==> src/rtl/settings_bus_sequencer_if.sv <==
// Command stream, settings-bus, readback and response signals of settings_bus_sequencer.
// master = the sequencer itself, slave = host/daughterboard side.
interface settings_bus_sequencer_if;
  logic [47:0] cmd_tdata;
  logic        cmd_tuser;
  logic        cmd_tvalid;
  logic        cmd_tready;
  logic        set_stb;
  logic [7:0]  set_addr;
  logic [31:0] set_data;
  logic [7:0]  rb_addr;
  logic        rb_stb;
  logic [63:0] rb_data;
  logic [63:0] resp_tdata;
  logic        resp_tuser;
  logic        resp_tvalid;
  logic        resp_tready;

  modport master (
    input  cmd_tdata, cmd_tuser, cmd_tvalid, rb_stb, rb_data, resp_tready,
    output cmd_tready, set_stb, set_addr, set_data, rb_addr,
           resp_tdata, resp_tuser, resp_tvalid
  );

  modport slave (
    output cmd_tdata, cmd_tuser, cmd_tvalid, rb_stb, rb_data, resp_tready,
    input  cmd_tready, set_stb, set_addr, set_data, rb_addr,
           resp_tdata, resp_tuser, resp_tvalid
  );
endinterface

==> src/rtl/settings_bus_sequencer.sv <==
// Serialises host commands onto the settings bus and returns readback words.
// Optional readback timeout enabled by defining SETTINGS_SEQ_TIMEOUT_EN.
module settings_bus_sequencer #(
  parameter int unsigned SETTLE_CYC = 2
`ifdef SETTINGS_SEQ_TIMEOUT_EN
  , parameter int unsigned TIMEOUT_CYC = 65535
  , parameter logic [63:0] ERR_WORD    = 64'h0BADC0DE_DEADBEEF
`endif
) (
  input  logic                         clk,
  input  logic                         reset_n,
  settings_bus_sequencer_if.master     bus
);

  localparam int unsigned SET_W = (SETTLE_CYC > 1) ? $clog2(SETTLE_CYC) : 1;
  localparam logic [SET_W-1:0] SET_LAST = SET_W'(SETTLE_CYC - 1);

  typedef enum logic [2:0] {
    S_IDLE,
    S_STROBE,
    S_SETTLE,
    S_WAIT,
    S_RESP
  } state_e;

  state_e           state_q, state_d;
  logic             cmd_tready_q, cmd_tready_d;
  logic             set_stb_q, set_stb_d;
  logic [7:0]       set_addr_q, set_addr_d;
  logic [31:0]      set_data_q, set_data_d;
  logic [7:0]       rb_addr_q, rb_addr_d;
  logic             rd_req_q, rd_req_d;
  logic [SET_W-1:0] settle_cnt_q, settle_cnt_d;
  logic             resp_tvalid_q, resp_tvalid_d;
  logic [63:0]      resp_tdata_q, resp_tdata_d;
`ifdef SETTINGS_SEQ_TIMEOUT_EN
  localparam logic [16:0] WAIT_LAST = 17'(TIMEOUT_CYC - 1);
  logic             resp_tuser_q, resp_tuser_d;
  logic [16:0]      wait_cnt_q, wait_cnt_d;
`endif

  // Next-state and registered-output logic
  always_comb begin
    state_d       = state_q;
    set_stb_d     = 1'b0;
    set_addr_d    = set_addr_q;
    set_data_d    = set_data_q;
    rb_addr_d     = rb_addr_q;
    rd_req_d      = rd_req_q;
    settle_cnt_d  = settle_cnt_q;
    resp_tvalid_d = resp_tvalid_q;
    resp_tdata_d  = resp_tdata_q;
`ifdef SETTINGS_SEQ_TIMEOUT_EN
    resp_tuser_d  = resp_tuser_q;
    wait_cnt_d    = wait_cnt_q;
`endif

    case (state_q)
      S_IDLE: begin
        if (bus.cmd_tvalid && cmd_tready_q) begin
          set_addr_d = bus.cmd_tdata[47:40];
          rb_addr_d  = bus.cmd_tdata[39:32];
          set_data_d = bus.cmd_tdata[31:0];
          rd_req_d   = bus.cmd_tuser;
          set_stb_d  = 1'b1;
          state_d    = S_STROBE;
        end
      end
      S_STROBE: begin
        settle_cnt_d = '0;
        state_d      = rd_req_q ? S_SETTLE : S_IDLE;
      end
      // rb_stb may still be high from before the trigger write; ignore it here
      S_SETTLE: begin
        if (settle_cnt_q == SET_LAST) begin
          state_d = S_WAIT;
`ifdef SETTINGS_SEQ_TIMEOUT_EN
          wait_cnt_d = '0;
`endif
        end else begin
          settle_cnt_d = settle_cnt_q + SET_W'(1);
        end
      end
      S_WAIT: begin
        if (bus.rb_stb) begin
          resp_tdata_d  = bus.rb_data;
          resp_tvalid_d = 1'b1;
          state_d       = S_RESP;
`ifdef SETTINGS_SEQ_TIMEOUT_EN
          resp_tuser_d  = 1'b0;
        end else if (wait_cnt_q == WAIT_LAST) begin
          resp_tdata_d  = ERR_WORD;
          resp_tuser_d  = 1'b1;
          resp_tvalid_d = 1'b1;
          state_d       = S_RESP;
        end else begin
          wait_cnt_d = wait_cnt_q + 17'd1;
`endif
        end
      end
      S_RESP: begin
        if (bus.resp_tready) begin
          resp_tvalid_d = 1'b0;
          state_d       = S_IDLE;
        end
      end
      default: state_d = S_IDLE;
    endcase

    cmd_tready_d = (state_d == S_IDLE);
  end

  // Reset clears cmd_tready, so acceptance starts one cycle after release
  always_ff @(posedge clk or negedge reset_n) begin
    if (!reset_n) begin
      state_q       <= S_IDLE;
      cmd_tready_q  <= 1'b0;
      set_stb_q     <= 1'b0;
      set_addr_q    <= '0;
      set_data_q    <= '0;
      rb_addr_q     <= '0;
      rd_req_q      <= 1'b0;
      settle_cnt_q  <= '0;
      resp_tvalid_q <= 1'b0;
      resp_tdata_q  <= '0;
`ifdef SETTINGS_SEQ_TIMEOUT_EN
      resp_tuser_q  <= 1'b0;
      wait_cnt_q    <= '0;
`endif
    end else begin
      state_q       <= state_d;
      cmd_tready_q  <= cmd_tready_d;
      set_stb_q     <= set_stb_d;
      set_addr_q    <= set_addr_d;
      set_data_q    <= set_data_d;
      rb_addr_q     <= rb_addr_d;
      rd_req_q      <= rd_req_d;
      settle_cnt_q  <= settle_cnt_d;
      resp_tvalid_q <= resp_tvalid_d;
      resp_tdata_q  <= resp_tdata_d;
`ifdef SETTINGS_SEQ_TIMEOUT_EN
      resp_tuser_q  <= resp_tuser_d;
      wait_cnt_q    <= wait_cnt_d;
`endif
    end
  end

  assign bus.cmd_tready  = cmd_tready_q;
  assign bus.set_stb     = set_stb_q;
  assign bus.set_addr    = set_addr_q;
  assign bus.set_data    = set_data_q;
  assign bus.rb_addr     = rb_addr_q;
  assign bus.resp_tvalid = resp_tvalid_q;
  assign bus.resp_tdata  = resp_tdata_q;
`ifdef SETTINGS_SEQ_TIMEOUT_EN
  assign bus.resp_tuser  = resp_tuser_q;
`else
  assign bus.resp_tuser  = 1'b0;
`endif

endmodule

==> src/flat_wrapper.sv <==
// flat-port wrapper written by rule: the top's interface ports become plain ports
module settings_bus_sequencer_flat 
#(
  parameter int unsigned SETTLE_CYC = 2

)
  (clk, reset_n, bus_cmd_tdata, bus_cmd_tuser, bus_cmd_tvalid, bus_rb_stb, bus_rb_data, bus_resp_tready, bus_cmd_tready, bus_set_stb, bus_set_addr, bus_set_data, bus_rb_addr, bus_resp_tdata, bus_resp_tuser, bus_resp_tvalid);
  settings_bus_sequencer_if bus_i ();
  input  logic clk;
  input  logic reset_n;
  input wire logic [$bits(bus_i.cmd_tdata)-1:0] bus_cmd_tdata;
  input wire logic [$bits(bus_i.cmd_tuser)-1:0] bus_cmd_tuser;
  input wire logic [$bits(bus_i.cmd_tvalid)-1:0] bus_cmd_tvalid;
  input wire logic [$bits(bus_i.rb_stb)-1:0] bus_rb_stb;
  input wire logic [$bits(bus_i.rb_data)-1:0] bus_rb_data;
  input wire logic [$bits(bus_i.resp_tready)-1:0] bus_resp_tready;
  output wire logic [$bits(bus_i.cmd_tready)-1:0] bus_cmd_tready;
  output wire logic [$bits(bus_i.set_stb)-1:0] bus_set_stb;
  output wire logic [$bits(bus_i.set_addr)-1:0] bus_set_addr;
  output wire logic [$bits(bus_i.set_data)-1:0] bus_set_data;
  output wire logic [$bits(bus_i.rb_addr)-1:0] bus_rb_addr;
  output wire logic [$bits(bus_i.resp_tdata)-1:0] bus_resp_tdata;
  output wire logic [$bits(bus_i.resp_tuser)-1:0] bus_resp_tuser;
  output wire logic [$bits(bus_i.resp_tvalid)-1:0] bus_resp_tvalid;
  assign bus_i.cmd_tdata = bus_cmd_tdata;
  assign bus_i.cmd_tuser = bus_cmd_tuser;
  assign bus_i.cmd_tvalid = bus_cmd_tvalid;
  assign bus_i.rb_stb = bus_rb_stb;
  assign bus_i.rb_data = bus_rb_data;
  assign bus_i.resp_tready = bus_resp_tready;
  assign bus_cmd_tready = bus_i.cmd_tready;
  assign bus_set_stb = bus_i.set_stb;
  assign bus_set_addr = bus_i.set_addr;
  assign bus_set_data = bus_i.set_data;
  assign bus_rb_addr = bus_i.rb_addr;
  assign bus_resp_tdata = bus_i.resp_tdata;
  assign bus_resp_tuser = bus_i.resp_tuser;
  assign bus_resp_tvalid = bus_i.resp_tvalid;
  settings_bus_sequencer #(.SETTLE_CYC(SETTLE_CYC)) u_core (.clk(clk), .reset_n(reset_n), .bus(bus_i));
endmodule
==> config.mk <==
export PLATFORM = sky130hd
export DESIGN_NAME = settings_bus_sequencer_flat
export DESIGN_NICKNAME = d
export VERILOG_FILES = /design/src/rtl/settings_bus_sequencer_if.sv /design/src/rtl/settings_bus_sequencer.sv /design/src/flat_wrapper.sv
export SDC_FILE = /design/constraint.sdc
export NUM_CORES = 1
export LEC_CHECK = 0
export ABC_AREA = 1
export CAP_MARGIN = 5
export CORE_ASPECT_RATIO = 0.7
export CORE_MARGIN = 1.5
export CORE_UTILIZATION = 55
export CTS_BUF_LIST = sky130_fd_sc_hd__clkbuf_8
export DETAILED_ROUTE_END_ITERATION = 10
export DONT_BUFFER_PORTS = 1
export MAX_ROUTING_LAYER = met4
export PLACE_DENSITY = 0.77
export SYNTH_ARGS = -nofsm -noshare
export SYNTH_HDL_FRONTEND = slang
export SYNTH_SLANG_ARGS = --single-unit
==> constraint.sdc <==
create_clock -name clk -period 2 [get_ports clk]
set_clock_uncertainty 0.05 [all_clocks]
set_input_delay 0.2 -clock clk [delete_from_list [all_inputs] [get_ports clk]]
set_output_delay 0.2 -clock clk [all_outputs]
set_load 0.01 [all_outputs]
* Yosys cells after proc, flatten, opt, wreduce, memory -nomap -nowiden *
Cells that the tools add are included.
Widths: inputs -> output; s select.

operators by class
  mux-type cells = 13
  add/subtract/negate cells = 1
  equality and inequality tests = 6
  reductions and logical operators = 8

operator list
  cell                 count
  $pmux 3 s5           1
  $mux 3               4
  $eq 3x2->1 const B   2
  $logic_not 3->1      2
  $mux 1               5
  $ne 2x2->1 const B   2
  $pmux 1 s2           2
  $reduce_and 2->1     2
  $reduce_bool 2->1    2
  $eq 3x1->1 const B   1
  $eq 3x3->1 const B   1
  $reduce_and 3->1     1
  $mux 2               1
  $add 1x1->1 const B  1
  $logic_and 1x1->1    1

storage, ports and cells
  input bits = 118
  register bits after elaboration = 120
  output and inout port bits = 116
  logic and storage cells = 38

* Depth between registers and ports, before layout *
Gate-level depths: netlist of the first run.

  depth in word-level cells = 4
  mapped depth = 8
  gate-level depth less buffers = 7

* Worst setup path after synthesis of the first run *
Ideal clock, no wire load.

  path type = register to register
  start point = register u_core.state_q[0]
  end point = register u_core.rb_addr_q[0], in the netlist u_core.bus.rb_addr[0]
  stages on the path, launching flop included = 7
  arrival time = 1.121 ns
  path slack = 0.712 ns
  library setup time = 0.116 ns
  buffers on the path = 2
  clock period less this slack = 1.288 ns
  path through = dfrtp_1 -> nor2_2 -> nand4_2 -> buf_4 -> buf_2 -> nand2_1 -> nand2_1

on the way
  word-level cells in the longest chain between the ends = 2

ends and longest elaborated chain
  what                               RTL line                       RTL
  from (decl)                        settings_bus_sequencer.sv:26   state_e state_q, state_d;
  from (signal assigned)             settings_bus_sequencer.sv:131  state_q <= state_d;
  $logic_not 3->1                    settings_bus_sequencer.sv:58   case (state_q)
  $reduce_and 2->1 (no source line)  --
  to (signal assigned)               settings_bus_sequencer.sv:136  rb_addr_q <= rb_addr_d;
  to (decl)                          settings_bus_sequencer.sv:31   logic [7:0] rb_addr_q, rb_addr_d;

Every way passes these cells.
A chain may end at the register's enable or synchronous reset.

* Final worst setup path of the first run *
  start point = register u_core.state_q[1]
  end point = register u_core.resp_tdata_q[54], in the netlist u_core.bus.resp_tdata[54]

on the way
  word-level cells in the longest chain between the ends = 2

ends and longest elaborated chain
  what                               RTL line                       RTL
  $eq 3x2->1                         settings_bus_sequencer.sv:58
  $reduce_and 2->1 (no source line)  --
  to (signal assigned)               settings_bus_sequencer.sv:140  resp_tdata_q <= resp_tdata_d;
  to (decl)                          settings_bus_sequencer.sv:35   logic [63:0] resp_tdata_q, resp_tdata_d;

Every way passes these cells.

==> results.md, run 1 <==
Synthesis:
- The number of warnings issued by yosys is 0.
- Averaged over all synthesized cells, the footprint is 9.06 sq um.
- The number of instances in the synthesized netlist is 515.
- When the netlist entered floorplanning its net count stood at 633.
- Sorting the synthesized cells by area gives the leading types as sky130_fd_sc_hd__dfrtp_1, sky130_fd_sc_hd__nand2_1, sky130_fd_sc_hd__nand2_2, sky130_fd_sc_hd__buf_2, sky130_fd_sc_hd__buf_6.
- The commonest cells after synthesis are sky130_fd_sc_hd__nand2_1, sky130_fd_sc_hd__dfrtp_1, sky130_fd_sc_hd__nand2_2.
- The part of the Yosys area used for sequential elements is between 60 and 70%.
- The share of the synthesized area in the top cell type is between 60% and 70%.
- After synthesis, the share of flip-flops with an asynchronous set or reset is 100%.
- Summed over all instances, the cell type with the most area after synthesis is sky130_fd_sc_hd__dfrtp_1.
- The number of register bits inferred by synthesis is 120.
- The most used flip-flop cell after synthesis is sky130_fd_sc_hd__dfrtp_1.
- Counting flops with a built-in enable in the synthesized netlist gives 0.
- In the post-synthesis netlist, the cell with the most instances is sky130_fd_sc_hd__nand2_1.
- The distinct cell type count of the synthesized netlist is 22.
- After synthesis the cells add up to 4670 sq um.

Hold path:
- The type of the tightest min-delay check is input pin to asynchronous set/reset pin.

Power:
- The total design power is 8.97 mW.
- In this run the power spent charging and discharging nets is 3.51 mW.
- Combinational logic is responsible for a little over a fifth of the overall power.
- The internal power component is between 5 and 6 mW.
- Net switching is 39.1% of the power.
- The worst vdd rail ir drop is 0.850 mV.
- The clock network fraction of total power is 23.5%.
- The cell leakage power is 3.26 nW.
- Registers are responsible for 55.2% of the overall power.
- The power per cell area is 1440 nW/um^2.

Clocking:
- The clock net in this run drives a total of between 100 and 150 sinks.
- The worst-skew pair later-pin latency is 0.41 ns.
- The quantity of hold-fixing buffers added after cts is about 120.
- CTS built an H-tree with a depth of 4.
- The tree is rooted in a sky130_fd_sc_hd__clkbuf_8.
- Clock-pin slew was measured on the worst setup and hold paths at approximately 0.080 ns.
- Once the clock tree was built, the setup fixing pass inserted 0 buffers.
- TritonCTS built the clock tree.
- The number of buffers created by CTS is 17.
- Once the clock tree was built, the resizer swapped 0 gates to a different size.
- The number of buffers on the longest clock path is 2.

Detailed routing:
- The detailed router finished its first iteration with 421 violations.
- For this run, the detailed router's first-pass iteration total came to 5.
- The routed length per instance is roughly 17 um.
- The count of nets left with antenna violations once routing finished came out at 0.
- In the routed design, unresolved DRC markers number 0.
- Dividing the detail-routed via count by the number of cells gives about 5.3.
- Summed over all layers, the routed wires come to 12.5 mm.
- The routed layout has 3930 vias.

Floorplan:
- The area of the core is 8040 sq um.
- For this design the top-level I/O count stands at 234.
- The die covers 9050 sq um.
- The vertical die dimension is 80.1 um.
- The floorplan has 27 rows.
- The floorplan die width is 113 um.
- The effective utilization at floorplan is between 50% and 60%.

Timing:
- The final number of setup-violating endpoints is 0.
- The final count of hold timing violations is 120.
- The fraction of the cycle the final worst path needs is 82.1%.
- The final-report max-slew violation count is 0.
- Setup repair after global routing left no endpoint under its margin.
- For the final routed database, the setup TNS stands at 0 ns.
- The worst hold slack across all endpoints is -0.579 ns.
- The clock period minus worst slack is 1.64 ns.
- Static timing analysis puts the maximum clock frequency at 609 MHz.

Global routing:
- The number of antenna violations at the first check in global routing was 0.
- The global-route wire length before repair is 19.5 mm.
- The aggregate global routing overflow is 0.
- The number of global-route vias before repair is 3969.
- Entering global routing, the biggest net connects 121 pins.
- The overall fraction of global-route tracks in use is 29.2%.

Finish:
- Summing all non-filler instances in the final layout gives an area of about 6200 sq um.
- From synthesis to final layout, the design area changed by 33.3%.
- After the last flow step, the layout net total stands at around 750.
- The proportion of layout cells with a drive suffix above 1 is 9.52%.

Setup path:
- The worst setup path is launched from a flop.
- STA puts the critical path data required time at 2.30 ns.
- The minimum setup slack among reg-to-reg paths is 0.36 ns.
- The slowest stage of the critical path belongs to the cell sky130_fd_sc_hd__dfrtp_1.
- Data on the critical path arrives at its endpoint at between 1.5 and 2 ns.
- Among cell families on the critical path, the largest total delay comes from simple AND/OR/NAND/NOR gates.
- The reg-to-reg startpoint is u_core.state_q[1].
- The launching element of the worst setup path is u_core.state_q[1].
- STA classifies the critical path endpoint as a flop.
- The endpoint of the lowest-slack register-to-register path is u_core.bus.resp_tdata[54].
- The critical path goes through nand2_1 -> nor2_2 -> nand2_2 -> inv_2 -> buf_12 -> nand2_1 -> nand2_1.
- The number of cells traversed by the worst register-to-register path is 7.
- The setup path with the least slack is of type flop to flop.
- The critical path runs through a total of 7 cells.
- The cell repeated most along the worst path is sky130_fd_sc_hd__nand2_1.
- The highest fanout seen on the critical path is 65.
- For this run, the slowest stage of the critical path takes between 0.4 and 0.5 ns.
- The buffering stage count on the worst path with inverters included is 2.

Flow run:
- The tool flagged a number of max-cap violations equal to 0.

Placed design:
- The weighted congestion reported at the end of routability-driven placement is 0.785.
- The placed instances occupy a cell area of 4670 sq um.
- Detailed placement ended at an HPWL of 6.62 mm.
- The number of buffer cells added on primary ports is 0.

Run status:
- The run finished, with violations left.
- The checks that failed: hold timing.
==> final cells by class <==
class | count | area, sq um
Antenna cell | 2 | 5.00
Clock buffer | 17 | 234
Clock inverter | 14 | 151
Fill cell | 485 | 1820
Inverter | 10 | 37.5
Multi-Input combinational cell | 360 | 1440
Sequential cell | 120 | 3000
Tap cell | 101 | 126
Timing Repair Buffer | 120 | 1230
==> power groups by stage <==
| stage | Combinational [mW] | Sequential (mW) | Clock [mW] |
|---|---|---|---|
| after floorplan | 1.40 | 4.66 | 0 |
| after global placement | 1.51 | 4.92 | 0 |
| after detailed placement | 1.65 | 4.91 | 0 |
| after CTS | 1.84 | 4.90 | 2.14 |
| after global routing | 2.22 | 5.05 | 2.25 |
| final | 1.91 | 4.95 | 2.11 |
==> logic make-up (layout without fill, tap and decap cells) <==
logic type	Yosys count	count (layout)	share of synthesized area (%)
buf+inv	35	161	4.88
simple gates	355	355	30.2
compound gates	4	4	0.483
other cells	1	3	0.0804
flops	120	120	64.4
==> worst max path at each step <==
stage	endpoint
final	u_core.bus.resp_tdata[54]
after global routing	u_core.bus.resp_tdata[54]
after CTS	u_core.bus.resp_tdata[2]
after detailed placement	u_core.bus.resp_tvalid
after global placement	u_core.bus.resp_tvalid
after floorplan	u_core.bus.rb_addr[0]
==> sequential cells by signal, indices dropped and copies added (netlist names) <==
signal,cells
u_core.bus.set_addr,8
u_core.bus.resp_tdata,64
u_core.rd_req_q,1
u_core.bus.set_stb,1
u_core.bus.cmd_tready,1
u_core.settle_cnt_q,1
u_core.bus.rb_addr,8
u_core.bus.resp_tvalid,1
u_core.bus.set_data,32
u_core.state_q,3
==> metal layers <==
layer | track usage [%] | wire [um]
met5 | - | 0
met4 | 11.6 | 255
met2 | 48.7 | 6430
met3 | 8.38 | 1200
met1 | 33.9 | 4600
==> cell usage in the layout, fill, tap and decap left out, types with 2 or more instances in the layout <==
cell                            synthesis  routed
sky130_fd_sc_hd__inv_6                  0       3
sky130_fd_sc_hd__inv_1                  8       8
sky130_fd_sc_hd__nand2_2               21      21
sky130_fd_sc_hd__clkinvlp_4             0       5
sky130_fd_sc_hd__o21ai_0                2       2
sky130_fd_sc_hd__nor2_2                 2       2
sky130_fd_sc_hd__nand3_1                2       2
sky130_fd_sc_hd__clkbuf_8               0      17
sky130_fd_sc_hd__buf_12                 2       3
sky130_fd_sc_hd__diode_2                0       2
sky130_fd_sc_hd__nand2_1              324     324
sky130_fd_sc_hd__nor2_1                 2       2
sky130_fd_sc_hd__inv_2                  2       2
sky130_fd_sc_hd__clkinv_4               0       2
sky130_fd_sc_hd__dlygate4sd3_1          0     116
sky130_fd_sc_hd__bufinv_16              0       2
sky130_fd_sc_hd__clkinv_2               0       2
sky130_fd_sc_hd__dfrtp_1              120     120
==> metrics by stage <==
step	std cells	worst slack (ns)	util, %
5_1_grt	742	0.197	77.3
3_5_place_dp	595	0.405	58.1
4_1_cts	742	0.394	77.3
2_1_floorplan	515	0.712	-
3_3_place_gp	595	0.489	58.1
6_report	744	0.358	77.4
No activity file was read; power rests on OpenSTA's default activity.
==> inputs of run 2 (changes only) <==
--- a/config.mk
+++ b/config.mk
@@ -14,7 +14,7 @@
 export DETAILED_ROUTE_END_ITERATION = 10
 export DONT_BUFFER_PORTS = 1
 export MAX_ROUTING_LAYER = met4
-export PLACE_DENSITY = 0.77
+export PLACE_DENSITY = 0.8
 export SYNTH_ARGS = -nofsm -noshare
 export SYNTH_HDL_FRONTEND = slang
 export SYNTH_SLANG_ARGS = --single-unit
==> constraint.sdc (replaced) <==
create_clock -name clk -period 1.4 [get_ports clk]
set_clock_uncertainty 0.05 [all_clocks]
set_input_delay 0.14 -clock clk [delete_from_list [all_inputs] [get_ports clk]]
set_output_delay 0.14 -clock clk [all_outputs]
set_load 0.01 [all_outputs]
==> run 2 against run 1 <==
The run ends with hold timing, setup timing left. Power is 57% higher. Die area stayed put. Sequential cell count stayed put. Count of clock-buffer cells in the layout is 1 higher. Critical path depth is 2 lower. Via count is 6.0% higher. Fmax is 16% higher. Non-clock buffer count is 13 higher. First-iteration DRC count is 5.7% lower. Wire length is 20% higher. Critical endpoint is now u_core.bus.set_data[25]. Largest power group unchanged.
==> results.md, run 2 (synthesis results as in run 1) <==
Timing:
- The worst hold slack across all endpoints is -0.640 ns (-0.0611 ns).
- Setup repair after global routing could not meet its margin everywhere.
- The clock period minus worst slack is 1.42 ns (-0.227 ns).
- The post-route worst setup slack is -0.0155 ns (-0.373 ns).
- The final number of setup-violating endpoints was 1 (+1).
- The final count of hold timing violations is 120 (unchanged).
- The upper clock frequency limit is 706 MHz (+16%).
- The final-report max-slew violation count was 0 (unchanged).
- The fraction of the cycle the final worst path needs is 101% (+19 points).

Run status:
- The final reports fail on hold timing, setup timing.
- The flow ran to the end, but the final reports show violations.

Detailed routing:
- The routed metal-1 wirelength is 5.43 mm (+18%).
- The amount of wire on met2 after detailed routing is 7.51 mm (+17%).
- The first-iteration detailed-routing DRC count was 397 (-5.7%).
- The met3 wirelength from detailed routing was 1.44 mm (+21%).
- The routed length per instance is 19.8 um (+18%).
- In this run the top signal layer used is met4.
- The number of iterations in the first detailed-routing pass was 7 (+2).
- The final routed DRC violation total is 0 (unchanged).
- The total via count after detailed routing is 4167 (+6.0%).
- The total detailed-routing wirelength was 14.9 mm (+20%).
- The post-detailed-route count of antenna-violating nets came to 0 (unchanged).
- The routed via count divided by cell count is 5.51 (+4.3%).

Finish:
- The synthesis-to-finish area growth is 41.3%.
- The library cells used most frequently in the layout, excluding fill and tap cells, are sky130_fd_sc_hd__nand2_1, sky130_fd_sc_hd__dfrtp_1, sky130_fd_sc_hd__dlygate4sd3_1.
- The most common cell after layout, fill and taps aside is sky130_fd_sc_hd__nand2_1.
- The proportion of layout cells with a drive suffix above 1 is 11.9% (+2.4 points).
- The flip-flop count of the largest register after layout is 64 (unchanged).
- The antenna diode instance count is 0 (-2).
- The total number of nets in the final design is 760 (+1.7%).
- The post-layout utilization of the core came to 82.0% (+4.6 points).

Placed design:
- The number of buffer cells added on primary ports is 0 (unchanged).
- The weighted congestion reported at the end of routability-driven placement is 0.769 (-2.0%).
- The setup slack at placement came to 0.0451 ns (-0.360 ns).
- The half-perimeter wire length after detailed placement came to 7.03 mm (+6.2%).

Setup path:
- The cell repeated most along the worst path is sky130_fd_sc_hd__nand2_1.
- The highest fanout seen on the critical path is 27 (-58%).
- The signal arrival time at the worst endpoint was 1.66 ns (-0.28 ns).
- For this design, the slowest cell found on the critical path is sky130_fd_sc_hd__dfrtp_2.
- The startpoint kind of the worst setup timing path is a flop.
- The critical path endpoint category is a flop.
- The family with the most delay on the worst path is simple AND/OR/NAND/NOR gates.
- Traced cell by cell, the critical path runs through nor2_4 -> nand4_4 -> buf_6 -> nand2_1 -> nand2_1.
- The endpoint required time on the critical path is 1.64 ns (-0.66 ns).
- The worst stage delay on the critical path is 0.45 ns (about the same).
- The category of the most critical setup path is flop to flop.
- The buffering stage count on the worst path with inverters included is 1 (-1).

Floorplan:
- The floorplan die width came to 113 um (unchanged).
- The area enclosed by the die boundary was 9050 sq um (unchanged).
- The vertical die dimension came to 80.1 um (unchanged).
- The boundary pin count came to 234 (unchanged).
- The effective utilization at floorplan is 58.0% (unchanged).
- The site row count is 27 (unchanged).
- The area of the core is 8040 sq um (unchanged).

Power:
- The switching share of power is 38.8% (-0.39 points).
- The share of power burned in combinational logic came to 23.2% (+1.8 points).
- The cell leakage power came to 3.43 nW (+5.1%).
- The sequential cell fraction of total power is 50.9% (-4.3 points).
- The clock network fraction of total power was 25.9% (+2.4 points).
- The internal power component is 8.63 mW (+58%).
- The power per cell area is 2140 nW/um^2 (+48%).
- The worst vdd rail ir drop is 1.08 mV (+27%).
- The switching power summed over all nets is 5.46 mW (+56%).

Global routing:
- The aggregate global routing overflow was 0 (unchanged).
- The number of antenna violations at the first check in global routing is 0 (unchanged).
- The overall fraction of global-route tracks in use was 31.8% (+2.6 points).
- The pin count of the biggest net entering global routing is 121 (unchanged).
- The number of global-route vias before repair came to 4270 (+7.6%).
- The global-route wire length before repair came to 21.0 mm (+7.9%).

Clocking:
- The number of buffers created by CTS is 17 (unchanged).
- The total clock sinks is 120 (unchanged).
- The buffer type at the clock tree root is sky130_fd_sc_hd__clkbuf_8.
- The worst-skew pair later-pin latency is 0.42 ns (about the same).
- The post-CTS clock slew at the launch and capture registers of the worst setup and hold paths is 0.08 ns (about the same).
- The TritonCTS clock tree is built.
- The number of levels the H-tree was split into is 4 (unchanged).
- The post-CTS setup repair buffer count is 0 (unchanged).
- The number of buffers on the longest clock path is 2 (unchanged).
- The quantity of hold-fixing buffers added after cts is 116 (unchanged).

Flow run:
- The max-cap check violation count is 0 (unchanged).

Hold path:
- The type of the tightest min-delay check is input pin to asynchronous set/reset pin.
-- run 2: area by class of cell --
| type | instances | area (sq um) |
|---|---|---|
| clock buffers | 18 | 248 |
| flip-flops and latches | 120 | 3010 |
| clock inverters | 14 | 221 |
| inverters | 10 | 55.1 |
| well taps | 101 | 126 |
| fillers | 451 | 1450 |
| multi-input cells | 360 | 1460 |
| repair buffers | 133 | 1480 |
-- run 2: worst paths after layout --
kind	start	to	slack, ns	depth (start not counted)
max	u_core.state_q[0]	u_core.bus.set_data[25]	-0.02	5
min	reset_n	u_core.bus.set_data[12]	-0.64	0
max reg2reg	u_core.state_q[0]	u_core.bus.set_data[25]	-0.02	5
min reg2reg	u_core.bus.set_data[24]	u_core.bus.set_data[24]	0.51	2
max in group asynchronous	reset_n	u_core.bus.set_data[21]	1.78	0
min in group clk	bus_rb_stb	u_core.state_q[2]	0.05	3
-- run 2: worst reg2reg max path: stages (launching register included) --
cell and delay (ns):
sky130_fd_sc_hd__dfrtp_2 0.45, sky130_fd_sc_hd__nor2_4 0.17, sky130_fd_sc_hd__nand4_4 0.17, sky130_fd_sc_hd__buf_6 0.23
sky130_fd_sc_hd__nand2_1 0.11, sky130_fd_sc_hd__nand2_1 0.11
-- run 2: per-stage QoR --
stage / area (sq um) / std cells / total power [mW] / TNS (ns)
6_report: 6590 / 756 / 14.1 / -0.0155
5_1_grt: 6590 / 756 / 14.8 / -0.0997
4_1_cts: 6340 / 748 / 13.4 / 0
3_5_place_dp: 4710 / 600 / 9.47 / 0
3_3_place_gp: 4710 / 600 / 9.25 / 0
2_1_floorplan: 4670 / 515 / 8.64 / 0
-- run 2: per-layer routing --
metal | up-vias | GRT usage (%)
met5 | - | -
met2 | 285 | 53.5
met3 | 49 | 11.2
met1 | 2030 | 33.7
met4 | 0 | 16.6
li1 | 1803 | -
-- run 2: power by group through the flow --
stage	registers (mW)	clock network, mW	logic [mW]
after floorplan	6.65	0	1.99
after global placement	7.02	0	2.22
after detailed placement	7.02	0	2.44
after CTS	7.02	3.65	2.70
after global routing	7.31	3.86	3.66
final	7.18	3.65	3.26
-- run 2: what timing repair did --
item	4_1_cts	5_1_grt
hold endpoints to repair	238	120
gates resized for setup	0	21
endpoints found under the setup margin	0	80
